===== src/rtl/sevenseg_mux.sv =====
// sevenseg_mux: time-multiplexed common-anode seven-segment driver.
// Captures data/dp_in/blank into a shadow buffer once per frame and scans
// the digits with an anode-off guard interval at the start of every slot.
// Optional feature macro: SEVENSEG_LZB_EN enables leading-zero blanking.
module sevenseg_mux #(
  parameter int unsigned DIGITS      = 4,
  parameter int unsigned REFRESH_DIV = 100000,
  parameter int unsigned GUARD       = 2000
) (
  input  logic                  clk,
  input  logic                  rst,
  input  logic [4*DIGITS-1:0]   data,
  input  logic [DIGITS-1:0]     dp_in,
  input  logic [DIGITS-1:0]     blank,
  output logic [6:0]            segs_n,
  output logic                  dp_n,
  output logic [DIGITS-1:0]     an_n,
  output logic                  frame_tick
);

  localparam int unsigned CW = (REFRESH_DIV > 1) ? $clog2(REFRESH_DIV) : 1;
  localparam int unsigned DW = (DIGITS > 1) ? $clog2(DIGITS) : 1;
  localparam logic [CW-1:0] CNT_LAST = CW'(REFRESH_DIV - 1);
  localparam logic [DW-1:0] DIG_LAST = DW'(DIGITS - 1);

  logic [CW-1:0]         r_div_cnt;
  logic [DW-1:0]         r_dig;
  logic [4*DIGITS-1:0]   r_sh_data;
  logic [DIGITS-1:0]     r_sh_dp;
  logic [DIGITS-1:0]     r_sh_blank;
  logic                  r_valid;
  logic [6:0]            r_segs_n;
  logic                  r_dp_n;
  logic [DIGITS-1:0]     r_an_n;
  logic                  r_frame_tick;

  logic                  w_cnt_last;
  logic                  w_dig_last;
  logic                  w_frame_wrap;
  logic [3:0]            w_nib;
  logic                  w_sel_dp;
  logic                  w_sel_blank;
  logic                  w_sel_lz;
  logic                  w_supp;
  logic                  w_guard_ok;
  logic                  w_en;
  logic [6:0]            w_seg;
  logic [DIGITS-1:0]     w_an_sel;
  logic [6:0]            w_segs_nx;
  logic                  w_dp_nx;
  logic [DIGITS-1:0]     w_an_nx;
  logic [DIGITS-1:0]     w_lz;

  assign w_cnt_last   = (r_div_cnt == CNT_LAST);
  assign w_dig_last   = (r_dig == DIG_LAST);
  assign w_frame_wrap = w_cnt_last & w_dig_last;
  assign w_an_sel     = ~(DIGITS'(1) << r_dig);

  // Guard comparison collapses to constant-true when there is no guard
  generate
    if (GUARD == 0) begin : g_no_guard
      assign w_guard_ok = 1'b1;
    end else begin : g_guard
      assign w_guard_ok = (r_div_cnt >= CW'(GUARD));
    end
  endgenerate

  // Refresh divider and digit scan counter
  always_ff @(posedge clk) begin
    if (rst) begin
      r_div_cnt <= '0;
      r_dig     <= '0;
    end else if (w_cnt_last) begin
      r_div_cnt <= '0;
      r_dig     <= w_dig_last ? '0 : r_dig + DW'(1);
    end else begin
      r_div_cnt <= r_div_cnt + CW'(1);
    end
  end

  // Shadow capture at frame wrap; r_valid keeps the display dark until the first capture
  always_ff @(posedge clk) begin
    if (rst) begin
      r_sh_data  <= '0;
      r_sh_dp    <= '0;
      r_sh_blank <= '0;
      r_valid    <= 1'b0;
    end else if (w_frame_wrap) begin
      r_sh_data  <= data;
      r_sh_dp    <= dp_in;
      r_sh_blank <= blank;
      r_valid    <= 1'b1;
    end
  end

`ifdef SEVENSEG_LZB_EN
  // Leading-zero map: bit k set when nibbles k..DIGITS-1 are all zero
  always_comb begin
    logic acc;
    acc  = 1'b1;
    w_lz = '0;
    for (int k = int'(DIGITS) - 1; k >= 0; k--) begin
      acc      = acc & (r_sh_data[4*k +: 4] == 4'h0);
      w_lz[k]  = acc;
    end
  end
  assign w_supp = (r_dig != '0) & w_sel_lz;
`else
  assign w_lz   = '0;
  assign w_supp = 1'b0;
`endif

  // Select the shadow fields for the active slot
  always_comb begin
    w_nib       = 4'h0;
    w_sel_dp    = 1'b0;
    w_sel_blank = 1'b0;
    w_sel_lz    = 1'b0;
    for (int k = 0; k < int'(DIGITS); k++) begin
      if (r_dig == DW'(k)) begin
        w_nib       = r_sh_data[4*k +: 4];
        w_sel_dp    = r_sh_dp[k];
        w_sel_blank = r_sh_blank[k];
        w_sel_lz    = w_lz[k];
      end
    end
  end

  // Hex to active-high segments, bit 6 = a .. bit 0 = g
  always_comb begin
    w_seg = 7'b0000000;
    case (w_nib)
      4'h0: w_seg = 7'b1111110;
      4'h1: w_seg = 7'b0110000;
      4'h2: w_seg = 7'b1101101;
      4'h3: w_seg = 7'b1111001;
      4'h4: w_seg = 7'b0110011;
      4'h5: w_seg = 7'b1011011;
      4'h6: w_seg = 7'b1011111;
      4'h7: w_seg = 7'b1110000;
      4'h8: w_seg = 7'b1111111;
      4'h9: w_seg = 7'b1111011;
      4'hA: w_seg = 7'b1110111;
      4'hB: w_seg = 7'b0011111;
      4'hC: w_seg = 7'b1001110;
      4'hD: w_seg = 7'b0111101;
      4'hE: w_seg = 7'b1001111;
      4'hF: w_seg = 7'b1000111;
      default: w_seg = 7'b0000000;
    endcase
  end

  // Next output values; a suppressed leading zero may still light its point
  always_comb begin
    w_an_nx   = '1;
    w_segs_nx = '1;
    w_dp_nx   = 1'b1;
    w_en      = r_valid & w_guard_ok & ~w_sel_blank;
    if (w_en && !w_supp) begin
      w_an_nx   = w_an_sel;
      w_segs_nx = ~w_seg;
      w_dp_nx   = ~w_sel_dp;
    end else if (w_en && w_supp && w_sel_dp) begin
      w_an_nx   = w_an_sel;
      w_dp_nx   = 1'b0;
    end
  end

  // Registered outputs, one cycle behind the scan state
  always_ff @(posedge clk) begin
    if (rst) begin
      r_an_n       <= '1;
      r_segs_n     <= '1;
      r_dp_n       <= 1'b1;
      r_frame_tick <= 1'b0;
    end else begin
      r_an_n       <= w_an_nx;
      r_segs_n     <= w_segs_nx;
      r_dp_n       <= w_dp_nx;
      r_frame_tick <= w_frame_wrap;
    end
  end

  assign segs_n     = r_segs_n;
  assign dp_n       = r_dp_n;
  assign an_n       = r_an_n;
  assign frame_tick = r_frame_tick;

endmodule


===== config.mk =====
export PLATFORM = sky130hd
export DESIGN_NAME = sevenseg_mux
export DESIGN_NICKNAME = d
export VERILOG_FILES = /design/src/rtl/sevenseg_mux.sv
export SDC_FILE = /design/constraint.sdc
export NUM_CORES = 1
export LEC_CHECK = 0
export BUFFER_PORTS_ARGS = -buffer_cell sky130_fd_sc_hd__clkbuf_2
export CAP_MARGIN = 20
export CORE_AREA = 2 2 58 82
export DETAILED_ROUTE_END_ITERATION = 6
export DIE_AREA = 0 0 60 84
export GPL_TIMING_DRIVEN = 0
export PLACE_DENSITY = 0.82
export SLEW_MARGIN = 10
export SYNTH_ARGS = -nofsm -noshare
export SYNTH_HDL_FRONTEND = slang
export SYNTH_SLANG_ARGS = --single-unit

===== constraint.sdc =====
create_clock -name clk -period 5.6 [get_ports clk]
set_input_delay 1.12 -clock clk [delete_from_list [all_inputs] [get_ports clk]]
set_output_delay 1.12 -clock clk [all_outputs]
set_load 0.01 [all_outputs]

==> metrics.csv <==
metric,value,unit
area_growth,16.22,%
io_pins,39,
drive_above_1_share,0.2654,
critPathRequiredTime,5.79,ns
seq_area_frac_synth,0.4497,
globalRouteOverflowTotal,0,
cap_violations,0,
ir_worst_vdd,0.0002155,V
drc,0,
core_area,4390,sq um
port_buffers,38,
cts_made_buffers,9,
cp_num_buf_inv,3,
finalCritPeriodShare,0.4795,
cts_resized,0,
root_buffer,clkbuf_8,
worstPathMaxFanout,10,
track_usage,0.2157,
routabilityCongestion,0.8584,
first_iter_violations,102,
cts_max_level,3,
synthArstFlopShare,0,
grt_pass1_wl,8155,um
grt_max_degree,11,
synth_edf_count,0,
power_density,247.7,nW/um^2
dpl_cell_area,2805,sq um
tightest_slew,0.4475,ns
vias_per_cell,5.288,
die_w,60,um
status,finished clean,
die_area,5040,sq um
cts_hold_buf,0,
layout_common_cells,"dfxtp_1 (57), clkbuf_2 (38), nor2_1 (28)",
cts_tree,yes,
slew_viol_final,0,
startpoint_type,register,
slew_headroom,0.7003,
cpMostUsedCell,o21ai_0,
grt_pass1_vias,1894,
cp.arrival,2.88,ns
num-nets-final,344,
slowest_stage,o21ai_0,
min_path_type,register to register,
die_h,84,um
vias,1962,
synth_nets,295,
finalSetupTns,0,ns
antenna_found_initial,0,
r2r_slack,2.91,ns
fin_area,2949,sq um
n_antenna_cell,0,
finalPower,0.7304,mW
ys_warn_count,0,
cts_setup_buffers,0,
cts.sinks,57,
synth_area,2537,sq um
rsz0062_at_grt,false,
path_clk_slew,0.06,ns
dp_hpwl,3634,um
clock_latency,0.33,ns
fmax,372.4,MHz
setup_viol,0,
crit_family,compound AO/OA/AOI/OAI gates,
first_pass_iters,4,
clock_skew,0.007350,ns
ys_types,46,
period_minus_slack,2.685,ns
start_util,0.5779,
ys_ff_latch,57,
final_common_cell,dfxtp_1,
leakage,1.143,nW
synth_cells,257,
rows,29,
slowest_delay,0.38,ns
postSynthAreaPerCell,9.873,sq um
ant_nets,0,
worstSetupPathType,register to register,
routed_wl,4858,um
synth_ff_type,dfxtp_1,
worstSetupEndpointType,register,
hold_viol_final,0,
wl_per_cell,13.09,um
path_cells,"inv_1, ha_1, clkbuf_1, a21oi_1, o21ai_0, o21ai_0, o21ai_0, inv_1, ha_1, mux2_2, nand2_1, o311ai_0",
clockBufferDepth,2,
==> layout make-up <==
cell class / count / area (sq um)
Fill cell: 352 / 1441
Multi-Input combinational cell: 177 / 1260
Sequential cell: 57 / 1141
Timing Repair Buffer: 38 / 190.2
Clock buffer: 13 / 138.9
Buffer: 12 / 95.09
Tap cell: 62 / 77.57
Inverter: 11 / 41.29
Clock inverter: 1 / 5.005
==> layer usage <==
| metal | GRT usage | part of all wire |
|---|---|---|
| met2 | 0.3765 | 0.55 |
| met5 | 0 | 0 |
| met4 | 0.1051 | 0.025 |
| met1 | 0.2209 | 0.38 |
| met3 | 0.06822 | 0.043 |
==> final timing paths <==
| kind | from | endpoint | cells past startpoint |
|---|---|---|---|
| max | r_dig[0]$_SDFFE_PP0N_ | segs_n[0]$_SDFF_PP1_ | 12 |
| min | r_valid$_SDFFE_PP0P_ | r_valid$_SDFFE_PP0P_ | 2 |
| max reg2reg | r_dig[0]$_SDFFE_PP0N_ | segs_n[0]$_SDFF_PP1_ | 12 |
| min reg2reg | r_valid$_SDFFE_PP0P_ | r_valid$_SDFFE_PP0P_ | 2 |
==> flip-flops by register name, summed over array words and instances, names as in the netlist <==
signal and flops:
r_valid 1, r_sh_data 16, segs_n 7, r_div_cnt 17
r_dig 2, dp_n 1, r_sh_dp 4, frame_tick 1
an_n 4, r_sh_blank 4
==> report_power, final <==
part	internal (mW)	switching (mW)
registers	0.407	0.00226
logic	0.0106	0.0111
clock network	0.155	0.144
total	0.573	0.157
==> logic make-up (layout without fill, tap and decap cells) <==
| family | count (synthesis) | after routing | share of synthesized area |
|---|---|---|---|
| muxes | 6 | 6 | 0.02416 |
| and+or+nand+nor | 92 | 92 | 0.1938 |
| xor gates and xnor gates | 16 | 16 | 0.05523 |
| AOI/OAI and AO/OA | 51 | 51 | 0.1642 |
| adders and majority gates | 12 | 12 | 0.05917 |
| buffers and inverters | 23 | 75 | 0.05374 |
| DFF | 57 | 57 | 0.4497 |
==> per-stage QoR <==
step / setup WS, ns / instances / hold slack, ns / util
after global routing: 2.703 / 371 / 0.4977 / 0.6717
after global placement: 3.023 / 357 / 0.4506 / 0.6389
after CTS: 2.919 / 371 / 0.4712 / 0.6717
final: 2.915 / 371 / 0.4644 / 0.6717
after detailed placement: 2.926 / 357 / 0.4561 / 0.6389
after floorplan: 3.424 / 257 / 0.4279 / -
==> worst register-to-register path: stages (launching register included) <==
cell and delay [ns]:
dfxtp_1 0.35, inv_1 0.09, ha_1 0.16, clkbuf_1 0.35
a21oi_1 0.08, o21ai_0 0.09, o21ai_0 0.19, o21ai_0 0.38
inv_1 0.18, ha_1 0.25, mux2_2 0.27, nand2_1 0.06
o311ai_0 0.11
==> cell usage after synthesis, drive strengths merged, types with 2 or more instances <==
cell     number  area (sq um)
a21oi         7         35.03
a22o         25         237.7
a311oi        2         23.77
a31oi         2         18.77
and3          2         12.51
and4          2         17.52
buf          10         77.57
clkbuf        2         17.51
dfxtp        57          1141
ha           12         150.1
inv          11         41.29
mux2i         5         50.05
nand2        25         93.84
nand2b        6         37.54
nand3         6         35.03
nand3b        5         37.54
nand4         3         18.77
nand4bb       2         27.53
nor2         29         116.4
nor2b         2         12.51
nor3          4         20.02
nor3b         2         15.01
o211ai        3         22.52
o21ai         6         30.03
xnor2        12         105.1
xor2          4         35.03
No activity file was read; power rests on OpenSTA's default activity.
